===== src/rtl/controller_pkg.sv =====
// controller_pkg: channel indices and defaults shared by the controller input stage.
package controller_pkg;
  localparam int NUM_CH = 6;
  localparam int CH_LEFT = 0;
  localparam int CH_RIGHT = 1;
  localparam int CH_UP = 2;
  localparam int CH_DOWN = 3;
  localparam int CH_ATTACK = 4;
  localparam int CH_SHIELD = 5;
  localparam int DEFAULT_DEBOUNCE_CYCLES = 1_000_000;
endpackage


===== src/rtl/debounce_channel.sv =====
// debounce_channel: 2-flop synchroniser, stable-time counter and rising-edge press pulse.
module debounce_channel #(
  parameter int DEBOUNCE_CYCLES = controller_pkg::DEFAULT_DEBOUNCE_CYCLES
) (
  input  logic clk,
  input  logic rst_n,
  input  logic raw_i,
  output logic clean_o,
  output logic press_o
);
  localparam int CW = $clog2(DEBOUNCE_CYCLES);
  localparam logic [CW-1:0] CNT_MAX = CW'(DEBOUNCE_CYCLES - 1);
  logic [1:0] sync_q, sync_d;
  logic [CW-1:0] cnt_q, cnt_d;
  logic clean_q, clean_d, press_q, press_d, match, done;
  always_comb begin
    sync_d = {sync_q[0], raw_i};
    match = sync_q[1] == clean_q;
    done = cnt_q == CNT_MAX;
    cnt_d = (match || done) ? '0 : cnt_q + CW'(1);
    clean_d = (!match && done) ? sync_q[1] : clean_q;
    // pulse is registered alongside the clean rise so both appear on the same cycle
    press_d = !match && done && sync_q[1];
  end
  always_ff @(posedge clk or negedge rst_n) begin
    if (!rst_n) begin
      sync_q <= '0;
      cnt_q <= '0;
      clean_q <= 1'b0;
      press_q <= 1'b0;
    end else begin
      sync_q <= sync_d;
      cnt_q <= cnt_d;
      clean_q <= clean_d;
      press_q <= press_d;
    end
  end
  assign clean_o = clean_q;
  assign press_o = press_q;
endmodule


===== src/rtl/controller_debounce.sv =====
// controller_debounce: normalises the six JX header pins and debounces each into clean levels and press pulses.
module controller_debounce
  import controller_pkg::*;
#(
  parameter int DEBOUNCE_CYCLES = DEFAULT_DEBOUNCE_CYCLES
) (
  input  logic clk,
  input  logic rst_n,
  input  logic jx1_left,
  input  logic jx2_right,
  input  logic jx3_up,
  input  logic jx4_down,
  input  logic jx9_attack,
  input  logic jx10_shield,
  output logic left,
  output logic right,
  output logic up,
  output logic down,
  output logic attack,
  output logic shield,
  output logic attack_press,
  output logic shield_press
);
  logic [NUM_CH-1:0] raw, clean, press;
  logic unused_press;
  // direction pins are active-low on the header
  assign raw[CH_LEFT] = ~jx1_left;
  assign raw[CH_RIGHT] = ~jx2_right;
  assign raw[CH_UP] = ~jx3_up;
  assign raw[CH_DOWN] = ~jx4_down;
  assign raw[CH_ATTACK] = jx9_attack;
  assign raw[CH_SHIELD] = jx10_shield;
  for (genvar i = 0; i < NUM_CH; i++) begin : g_ch
    debounce_channel #(.DEBOUNCE_CYCLES(DEBOUNCE_CYCLES)) u_ch (
      .clk(clk),
      .rst_n(rst_n),
      .raw_i(raw[i]),
      .clean_o(clean[i]),
      .press_o(press[i])
    );
  end
  assign left = clean[CH_LEFT];
  assign right = clean[CH_RIGHT];
  assign up = clean[CH_UP];
  assign down = clean[CH_DOWN];
  assign attack = clean[CH_ATTACK];
  assign shield = clean[CH_SHIELD];
  assign attack_press = press[CH_ATTACK];
  assign shield_press = press[CH_SHIELD];
  assign unused_press = ^press[CH_DOWN:CH_LEFT];
endmodule


===== config.mk =====
export PLATFORM = sky130hd
export DESIGN_NAME = controller_debounce
export DESIGN_NICKNAME = d
export VERILOG_FILES = /design/src/rtl/controller_pkg.sv /design/src/rtl/debounce_channel.sv /design/src/rtl/controller_debounce.sv
export SDC_FILE = /design/constraint.sdc
export NUM_CORES = 1
export LEC_CHECK = 0
export ABC_CLOCK_PERIOD_IN_PS = 2650
export CAP_MARGIN = 20
export CORE_MARGIN = 5
export CORE_UTILIZATION = 45
export DETAILED_ROUTE_END_ITERATION = 12
export HOLD_SLACK_MARGIN = 0.03
export PLACE_DENSITY = 0.65
export SKIP_CTS_REPAIR_TIMING = 1
export SLEW_MARGIN = 30
export SYNTH_ARGS = -nofsm -noshare
export SYNTH_HDL_FRONTEND = slang
export SYNTH_HIERARCHICAL = 1
export SYNTH_SLANG_ARGS = --single-unit

===== constraint.sdc =====
create_clock -name clk -period 2.65 [get_ports clk]
set_input_delay 0.53 -clock clk [delete_from_list [all_inputs] [get_ports clk]]
set_output_delay 0.53 -clock clk [all_outputs]
set_load 0.02 [all_outputs]

==> results.cfg <==
[worst_setup_path]
arrival_ns = 2.51
worstSetupPathType = flop to flop
cp-end-kind = flop
r2r_slack_ns = 0.42
start_kind = flop
worstPathMaxFanout = 18
required_ns = 2.93

[synthesis]
synth_nets = 664
yosys_warnings = 6
synth.avg_cell_area_um2 = 10.2
synth_area_um2 = 6650
synth_cells = 650

[die]
core_um2 = 14500
ios = 16
die_area_um2 = 17300
std_cell_rows = 44
chipHeight_um = 132
die_w_um = 132
start_util_pct = 45.8

[global_routing]
grt_max_degree = 61
grt_antenna_before_repair = 0
grt_pass1_wl_um = 21600
first_global_vias = 4810
grtUsageTotal_pct = 14.6
grt.overflow.total = 0

[routing]
wl_per_cell_um = 13.8
vias_per_cell = 5.38
firstDrtPassIters = 4
num_vias = 4752
first_iter_violations = 309
ant_nets = 0
wirelength_um = 12200
drc_errors = 0

[placement]
place_area_um2 = 7040
hpwl_um = 7970
globalplace.congestion = 0.834
port-buffer-count = 15
dp.cells = 851

[timing]
finalSetupTns_ns = 0
finalHoldViolCount = 0
post-route-min-period_ns = 2.23
slew_viol_final = 0
rsz0062_at_grt = no
setup_viol_count_final = 0
fin_crit_sh_pct = 84.1
relSlewSlack_pct = 55.3
whs_ns = 0.0508
tightest_slew_ns = 0.665
timing.fmax_mhz = 449
skew_ns = 0.00685

[cts]
root_buffer = clkbuf_16
clkSlewWorstSetupHoldPaths_ns = 0.05
clock_latency_ns = 0.41
cts_buffers = 17
cts_max_level = 4
clock-sinks = 140
tritoncts = built
clock_path_buffers = 2

[layout]
syn_to_final_growth_pct = 14.7
design_area_um2 = 7630
finish.net_count = 700
n_fill_cell = 1265
drive_gt1_share_pct = 9.30
final_cell_count_no_fill = 883
antennaDiodeCount = 0

[flow_run]
max-cap-violations = 0

[power_and_ir_drop]
power_density_nw_per_um2 = 615
power.leakage_nw = 2.96
vdd_drop_max_mv = 0.464

[run_status]
outcome = finished, final reports clean

[worst_hold_path]
hp-class = input port to asynchronous set/reset pin
==> where the power goes <==
part / internal (W) / switching [W] / leakage (nW) / total [W]
registers: 0.00217 / 0.0000263 / 1.91 / 0.00220
clock network: 0.00152 / 0.000835 / 0.285 / 0.00236
logic: 0.0000412 / 0.0000930 / 0.765 / 0.000134
==> final cells by class <==
| cell class | instances | area, um2 | share of cell area [%] |
|---|---|---|---|
| flip-flops and latches | 140 | 3500 | 45.9 |
| inverters | 34 | 128 | 1.67 |
| repair buffers | 23 | 224 | 2.94 |
| clock inverters | 7 | 113 | 1.48 |
| well taps | 184 | 230 | 3.02 |
| multi-input cells | 470 | 2950 | 38.7 |
| clock buffers | 25 | 475 | 6.23 |
==> per-layer routing <==
| metal | track usage, % | routed length [um] | vias to the layer above |
|---|---|---|---|
| met5 | 0 | 0 | - |
| met4 | 4.86 | 134 | 0 |
| met3 | 4.17 | 427 | 13 |
| met2 | 24.1 | 6050 | 69 |
| met1 | 18.7 | 5580 | 2352 |
| li1 | - | - | 2318 |
==> per-stage QoR <==
stage          setup slack (ns)  total power (W)  util, %
6_report                  0.421          0.00469     52.5
5_1_grt                   0.307          0.00488     52.5
4_1_cts                   0.426          0.00476     52.5
3_5_place_dp              0.442          0.00237     48.4
3_3_place_gp              0.487          0.00236     48.4
2_1_floorplan             0.587          0.00230        -
==> state kept, by name, indices dropped and copies added, names as in the netlist <==
register	cells
g_ch.u_ch/sync_q	12
g_ch.u_ch/press_o	2
g_ch.u_ch/clean_o	6
g_ch.u_ch/cnt_q	120
==> layout by cell type (no fill, tap or decap), drive strengths merged, types with 14 or more instances in the layout <==
cell type and count:
clkbuf 25, o21ai 18, nand2 30, nand4 30
inv 34, dfrtp 140, nor3 36, nand3 30
xnor2 84, nor2 132, clkdlybuf4s50 14, nor4 30
==> critical path, stage by stage, from the launching register on <==
cell and delay (ns):
dfrtp_1 0.45, or4_1 0.55, or4_4 0.53, o21ai_4 0.45
nor2_1 0.11
==> worst paths after layout <==
path / from / endpoint / cells after the start
worst min-delay path: rst_n / g_ch[3].u_ch/cnt_q[16] / 1
max in group asynchronous: rst_n / g_ch[1].u_ch/cnt_q[12] / 2
worst max-delay path: g_ch[5].u_ch/cnt_q[12] / g_ch[5].u_ch/cnt_q[6] / 4
worst max register to register: g_ch[5].u_ch/cnt_q[12] / g_ch[5].u_ch/cnt_q[6] / 4
min in group clk: g_ch[1].u_ch/sync_q[0] / g_ch[1].u_ch/sync_q[1] / 0
worst min register to register: g_ch[1].u_ch/sync_q[0] / g_ch[1].u_ch/sync_q[1] / 0
Power figures use the tool's default switching activity.
